$ cat src/rtl/prio_sched_pkg.sv
// Shared types and bit-vector helpers for the priority request scheduler.
package prio_pkg;

  typedef enum logic {
    IDLE = 1'b0,
    HOLD = 1'b1
  } ostate_t;

  // Helpers work on vectors up to 64 bits; callers zero-extend and truncate.
  function automatic logic [5:0] onehot2bin(input logic [63:0] v);
    logic [5:0] r;
    r = '0;
    for (int b = 0; b < 6; b++) begin
      for (int i = 0; i < 64; i++) begin
        if (i[b]) r[b] = r[b] | v[i];
      end
    end
    return r;
  endfunction

  function automatic logic [7:0] popcount(input logic [63:0] v);
    logic [7:0] n;
    n = '0;
    for (int i = 0; i < 64; i++) n = n + {7'b0, v[i]};
    return n;
  endfunction

endpackage

$ cat src/rtl/prio_sched_if.sv
// Request/grant bundle between event sources, the scheduler and the downstream server.
interface prio_sched_if #(
  parameter int DW = 32,
  parameter int AW = $clog2(DW),
  parameter int CW = $clog2(DW + 1)
);
  logic          flush;
  logic [DW-1:0] req_in;
  logic [DW-1:0] mask;
  logic          out_valid;
  logic          out_ready;
  logic [DW-1:0] out_onehot;
  logic [AW-1:0] out_index;
  logic [DW-1:0] pending;
  logic [CW-1:0] pend_cnt;
  logic          drop;

  modport master (
    output flush, req_in, mask, out_ready,
    input  out_valid, out_onehot, out_index, pending, pend_cnt, drop
  );

  modport slave (
    input  flush, req_in, mask, out_ready,
    output out_valid, out_onehot, out_index, pending, pend_cnt, drop
  );
endinterface

$ cat src/rtl/prio_sched_bin2prio.sv
// Highest-index-wins priority selector: one-hot of the top set bit plus any-set flag.
module bin2prio #(
  parameter int DW = 32
) (
  input  logic [DW-1:0] vec_i,
  output logic [DW-1:0] onehot_o,
  output logic          valid_o
);

  // Ascending scan so the last (highest) set bit overwrites earlier ones.
  always_comb begin
    onehot_o = '0;
    for (int i = 0; i < DW; i++) begin
      if (vec_i[i]) begin
        onehot_o    = '0;
        onehot_o[i] = 1'b1;
      end
    end
  end

  assign valid_o = |vec_i;

endmodule

$ cat src/rtl/prio_sched.sv
// Sticky request accumulator feeding a registered one-hot/index grant stage
// over a valid/ready handshake.
module prio_sched
  import prio_pkg::*;
#(
  parameter int DW = 32,
  parameter int AW = $clog2(DW),
  parameter int CW = $clog2(DW + 1)
) (
  input logic         clk,
  input logic         rst,
  prio_sched_if.slave bus
);

  logic [DW-1:0] cand;
  logic [DW-1:0] sel;
  logic          sel_vld;
  logic          load;
  logic [DW-1:0] pending_q, pending_d;
  logic          drop_q, drop_d;
  logic [DW-1:0] onehot_q;
  logic [AW-1:0] index_q;
  ostate_t       state_q;

  assign cand = pending_q & ~bus.mask;

  bin2prio #(.DW(DW)) u_sel (
    .vec_i    (cand),
    .onehot_o (sel),
    .valid_o  (sel_vld)
  );

  assign load = ((state_q == IDLE) || bus.out_ready) && sel_vld;

  // A bit leaves pending when it is loaded, and a same-cycle request re-arms it.
  assign pending_d = (pending_q & ~(load ? sel : '0)) | bus.req_in;
  assign drop_d    = |(bus.req_in & pending_q);

  always_ff @(posedge clk or posedge rst) begin
    if (rst) begin
      pending_q <= '0;
      drop_q    <= 1'b0;
      onehot_q  <= '0;
      index_q   <= '0;
      state_q   <= IDLE;
    end else if (bus.flush) begin
      pending_q <= '0;
      drop_q    <= 1'b0;
      onehot_q  <= '0;
      index_q   <= '0;
      state_q   <= IDLE;
    end else begin
      pending_q <= pending_d;
      drop_q    <= drop_d;
      case (state_q)
        IDLE: begin
          if (load) begin
            state_q  <= HOLD;
            onehot_q <= sel;
            index_q  <= AW'(onehot2bin(64'(sel)));
          end
        end
        HOLD: begin
          if (load) begin
            onehot_q <= sel;
            index_q  <= AW'(onehot2bin(64'(sel)));
          end else if (bus.out_ready) begin
            state_q <= IDLE;
          end
        end
        default: state_q <= IDLE;
      endcase
    end
  end

  assign bus.out_valid  = (state_q == HOLD);
  assign bus.out_onehot = onehot_q;
  assign bus.out_index  = index_q;
  assign bus.pending    = pending_q;
  assign bus.pend_cnt   = CW'(popcount(64'(pending_q)));
  assign bus.drop       = drop_q;

endmodule

$ cat src/flat_wrapper.sv
// flat-port wrapper written by rule: the top's interface ports become plain ports
module prio_sched_flat import prio_pkg::*;
#(
  parameter int DW = 32,
  parameter int AW = $clog2(DW),
  parameter int CW = $clog2(DW + 1)
)
  (clk, rst, bus_flush, bus_req_in, bus_mask, bus_out_ready, bus_out_valid, bus_out_onehot, bus_out_index, bus_pending, bus_pend_cnt, bus_drop);
  prio_sched_if #(.DW(DW), .AW(AW), .CW(CW)) bus_i ();
  input logic clk;
  input logic rst;
  input wire logic [$bits(bus_i.flush)-1:0] bus_flush;
  input wire logic [$bits(bus_i.req_in)-1:0] bus_req_in;
  input wire logic [$bits(bus_i.mask)-1:0] bus_mask;
  input wire logic [$bits(bus_i.out_ready)-1:0] bus_out_ready;
  output wire logic [$bits(bus_i.out_valid)-1:0] bus_out_valid;
  output wire logic [$bits(bus_i.out_onehot)-1:0] bus_out_onehot;
  output wire logic [$bits(bus_i.out_index)-1:0] bus_out_index;
  output wire logic [$bits(bus_i.pending)-1:0] bus_pending;
  output wire logic [$bits(bus_i.pend_cnt)-1:0] bus_pend_cnt;
  output wire logic [$bits(bus_i.drop)-1:0] bus_drop;
  assign bus_i.flush = bus_flush;
  assign bus_i.req_in = bus_req_in;
  assign bus_i.mask = bus_mask;
  assign bus_i.out_ready = bus_out_ready;
  assign bus_out_valid = bus_i.out_valid;
  assign bus_out_onehot = bus_i.out_onehot;
  assign bus_out_index = bus_i.out_index;
  assign bus_pending = bus_i.pending;
  assign bus_pend_cnt = bus_i.pend_cnt;
  assign bus_drop = bus_i.drop;
  prio_sched #(.DW(DW), .AW(AW), .CW(CW)) u_core (.clk(clk), .rst(rst), .bus(bus_i));
endmodule
$ cat config.mk
export PLATFORM = sky130hd
export DESIGN_NAME = prio_sched_flat
export DESIGN_NICKNAME = d
export VERILOG_FILES = /design/src/rtl/prio_sched_pkg.sv /design/src/rtl/prio_sched_if.sv /design/src/rtl/prio_sched_bin2prio.sv /design/src/rtl/prio_sched.sv /design/src/flat_wrapper.sv
export SDC_FILE = /design/constraint.sdc
export NUM_CORES = 1
export LEC_CHECK = 0
export CORE_MARGIN = 2
export CORE_UTILIZATION = 48
export CTS_CLUSTER_DIAMETER = 100
export DETAILED_ROUTE_END_ITERATION = 10
export PLACE_DENSITY = 0.85
export SKIP_CTS_REPAIR_TIMING = 1
export SLEW_MARGIN = 20
export SYNTH_ARGS = -nofsm -noshare
export SYNTH_HDL_FRONTEND = slang
export SYNTH_SLANG_ARGS = --single-unit
$ cat constraint.sdc
create_clock -name clk -period 8.4 [get_ports clk]
set_input_delay 2.52 -clock clk [delete_from_list [all_inputs] [get_ports clk]]
set_output_delay 2.52 -clock clk [all_outputs]
set_load 0.02 [all_outputs]
## Word level (Yosys, flattened, before mapping)

Cells that the tools add are included.

- Bits of input ports: 68
- Bits in registers: 71
- Word-level logic and storage cells: 692
- Output and inout port bits: 77

- $add $sub $neg: 31
- Eq/ne operators: 2
- Reduce and logical (&&, ||, !) cells: 6
- Mux-type cells: 491
- Bitwise gates (word level): 157

Operators with widths:

| cell | count |
|---|---|
| 32-bit two-way mux | 35 |
| 1-bit two-way mux | 451 |
| 6-bit by 1-bit adder with 6-bit output | 30 |
| 1-bit bitwise OR | 150 |
| 32-bit AND | 3 |
| 32-bit inverter | 2 |
| 32-bit OR reduction | 2 |
| 32-bit bitwise OR | 1 |
| 5-bit two-way mux | 3 |
| 5-bit case mux with 2 select lines | 1 |
| 3-bit by 2-bit != test with 1-bit output (second input constant) | 2 |
| 1-bit by 1-bit adder with 2-bit output | 1 |
| 1-bit case mux with 2 select lines | 1 |
| 2-bit AND reduction | 1 |
| 2-bit nonzero test | 1 |
| 1-bit logical AND | 1 |
| 1-bit logical OR | 1 |
| 1-bit inverter | 1 |

## Longest topological paths before layout

- Depth in word-level cells: 97
- Depth in mapped cells: 15

## By module

Synthesis repeated with hierarchy kept, for this count alone.

- Cells, all modules: 506
- Area, all modules: 4374.2 sq um

By module, submodules not included:

| module | area an instance (sq um) | instances | cells each |
|---|---|---|---|
| prio_sched | 3903.7 | 1 | 428 |
| bin2prio | 470.5 | 1 | 78 |

## Least setup slack after synthesis

No wires, ideal clock.

- Kind: reg2out
- Start: register u_core.pending_q[0], in the netlist u_core.bus.pending[0]
- End: output port bus_pend_cnt[4]
- Buffers on the path: 0
- Stages on the path, launching flop included: 15
- Arrival time: 5.112 ns
- Slack: 0.768 ns
- Data required time: 5.880 ns
- Cells stage by stage: dfrtp_1 > ha_1 > inv_1 > fa_1 > fa_1 > fa_1 > fa_1 > fa_1 > fa_1 > inv_1 > fa_1 > fa_1 > a21o_1 > a21oi_1 > xnor2_1

- Cells in the longest elaborated chain, start to end: 31

Ends and longest elaborated chain:

| element | RTL line | RTL |
|---|---|---|
| start: declaration | prio_sched.sv:19 | `logic [DW-1:0] pending_q, pending_d;` |
| start signal: assignment | prio_sched.sv:53 | `pending_q <= pending_d;` |
| 1-bit by 1-bit adder with 2-bit output | prio_sched_pkg.sv:24 | `for (int i = 0; i < 64; i++) n = n + {7'b0, v[i]};` |
| 6-bit by 1-bit adder with 6-bit output (30 in series) | prio_sched_pkg.sv:24 |  |
| end: declaration | flat_wrapper.sv:20 | `output wire logic [$bits(bus_i.pend_cnt)-1:0] bus_pend_cnt;` |

No other way between the ends.

## Worst setup path after layout

- Start: register u_core.pending_q[1], in the netlist u_core.bus.pending[1]
- End: output port bus_pend_cnt[4]

Same word-level chain as after synthesis.

==> reports/qor.csv <==
metric,value,unit
outcome,completed,
slowest_stage,fa_1,
fp-row-count,35,
die_x,102,um
cpMostUsedCell,fa_1,
detail_route.wl_per_cell,20.8,um
place_area,6210,um^2
h-tree-depth,3,
setup_viol,0,
clockBufferDepth,2,
drt_iter0_drc,347,
setup_slack,0.211,ns
route.antenna.remaining_nets,0,
start_kind,flip-flop,
netlist-cell-type-count,64,
initial_utilization,49.9,%
clkTransAtPathRegs,0.08,ns
pin_count,145,
ys_ff_latch,71,
r2r-end,u_core.bus.out_onehot[16],
hpwl,12600,um
wl,16400,um
syn-num-nets,608,
grt_max_degree,72,
overflow,0,
min_path_cells,2,
crit_path_max_incr_delay,0.55,ns
crit_fanout,2,
final_area,6410,um^2
peakVddDrop,522,uV
met1_usage,42.0,%
most-common-layout-cells,"clkdlybuf4s50_1, dfrtp_1, inv_1, a21oi_1, nor2_1",
drt_pass1_iterations,5,
final-hold-violation-count,0,
r2r_cells,7,
core-area,9330,um^2
grt_pass1_vias,4693,
path_buf_inv,3,
port_buffers,144,
synthArstFlopShare,100,%
track_usage,32.3,%
antenna_cells,0,
vias_per_cell,5.99,
worstMarginPinSlew,0.944,ns
crit_required,5.88,ns
dieArea,10500,um^2
crit_family,adder cells,
max_clock_freq,122,MHz
synth_edf_count,0,
r2r-start,u_core.bus.pending[29],
cts_tree,done,
clk_latency,0.36,ns
final_util,68.7,%
place_congestion,0.981,
ff2ff_setup_slack,5.00,ns
area_growth,37.8,%
period_share,97.5,%
relSlewSlack,36.8,%
final_common_cell,clkdlybuf4s50_1,
min_to,u_core.bus.out_onehot[27],
hp-start,u_core.bus.out_onehot[27],
finalNetCount,752,
yosysSeqAreaShare,38.2,%
hold_class,reg -> reg,
fp.dieH,102,um
cp-end-kind,primary output,
worstPathCellList,"ha_1, inv_1, fa_1, fa_1, fa_1, fa_1, fa_1, fa_1, inv_1, fa_1, fa_1, a21o_1, a21oi_1, xnor2_1, dlymetal6s2s_1",
p_per_area,269,nW/um^2
pre_cts_ws,0.194,ns
drv_cap,0,
met3_usage,5.34,%
syn_area,4650,um^2
layout-drive-gt1-share,5.78,%
vias,4706,
fin_skew,0.00678,ns
synth_cells,508,
syn_avg_cell_area,9.15,um^2
min_period,8.19,ns
grt_use_met2,53.2,%
yosys_warnings,0,
critPathKind,reg -> out,
arrival,5.67,ns
clkSinkCount,71,
p_leak,0.00274,uW
drv_slew,0,
cts_buffers,9,
drc_errors,0,
grt_antenna_before_repair,0,
grt-busiest-layer,met2,
grt_first_pass_wirelength,24900,um
synth_ff_type,dfrtp_1,
cts-root-buf,clkbuf_8,
routing by layer:
layer	vias to the layer above	part of all wire, %
met5	-	0
met4	0	3.2
met3	36	9.4
met2	325	49
met1	2262	39
li1	2083	-
registers in the layout, indices dropped and copies added (netlist names):
signal,cells
u_core.bus.out_valid,1
u_core.bus.drop,1
u_core.bus.pending,32
u_core.bus.out_onehot,32
u_core.bus.out_index,5
kinds of logic after synthesis:
logic type / after synthesis / synth area share [%]
xor+xnor: 3 / 0.565
mux: 1 / 0.215
flops: 71 / 38.2
simple gates: 199 / 23.3
fa+ha+maj: 32 / 12.5
compound gates: 127 / 18.7
buf+inv: 75 / 6.59
cell usage after synthesis (4+ instances only):
cell type	count	area, um^2
buf_2	5	25.0
inv_1	55	206
nor3_1	20	100
ha_1	8	100
nand4_1	14	87.6
nor2b_1	23	144
a221oi_1	4	35.0
nand3_1	11	55.1
a311oi_1	5	43.8
fa_1	24	480
or3_1	5	31.3
dfrtp_1	71	1780
nand2_1	34	128
nand2b_1	11	68.8
o21a_1	4	30.0
a22o_1	4	35.0
nor2_1	48	180
a32oi_1	4	35.0
a31oi_1	4	25.0
clkbuf_1	11	41.3
a211oi_1	5	37.5
a22oi_1	8	60.1
o21ai_0	12	60.1
o31ai_1	4	30.0
nor4_1	9	56.3
a21oi_1	54	270
layout make-up:
type / instances / area [um^2]
multi-input cells: 362 / 2570
clock buffers: 12 / 145
clock inverters: 4 / 45.0
inverters: 56 / 210
repair buffers: 152 / 1500
well taps: 129 / 161
fillers: 720 / 2920
flip-flops and latches: 71 / 1780
how the worst max path moves through the flow:
stage,cells past startpoint,endpoint,slack [ns],from
after CTS,15,bus_pend_cnt[4],-0.21,u_core.bus.pending[1]
after global placement,15,bus_pend_cnt[4],0.32,u_core.bus.pending[0]
after global routing,15,bus_pend_cnt[4],-0.0005,u_core.bus.pending[1]
final,15,bus_pend_cnt[4],0.21,u_core.bus.pending[1]
after detailed placement,15,bus_pend_cnt[4],0.19,u_core.bus.pending[1]
after floorplan,14,bus_pend_cnt[4],0.77,u_core.bus.pending[0]
metrics by stage:
| step | TNS, ns | std cells | hold WS (ns) | total power [uW] |
|---|---|---|---|---|
| after global placement | 0 | 770 | 0.498 | 1420 |
| after CTS | -0.208 | 786 | 0.528 | 1740 |
| after detailed placement | 0 | 770 | 0.504 | 1470 |
| after global routing | -0.000547 | 786 | 0.546 | 1830 |
| final | 0 | 786 | 0.524 | 1720 |
| after floorplan | 0 | 508 | 0.607 | 1060 |
worst min-delay path: cells and delay by family, from the launching register on:
kind            cells  cell delay [ns]
compound gates      1             0.05
flops               1             0.38
simple gates        1             0.06
where the power goes:
part | internal (uW) | switching (uW) | total, uW
Sequential | 358 | 21.4 | 379
Combinational | 493 | 573 | 1070
Clock | 144 | 135 | 279
Total | 995 | 729 | 1720
Note: power is estimated with default switching activity, not from simulation.
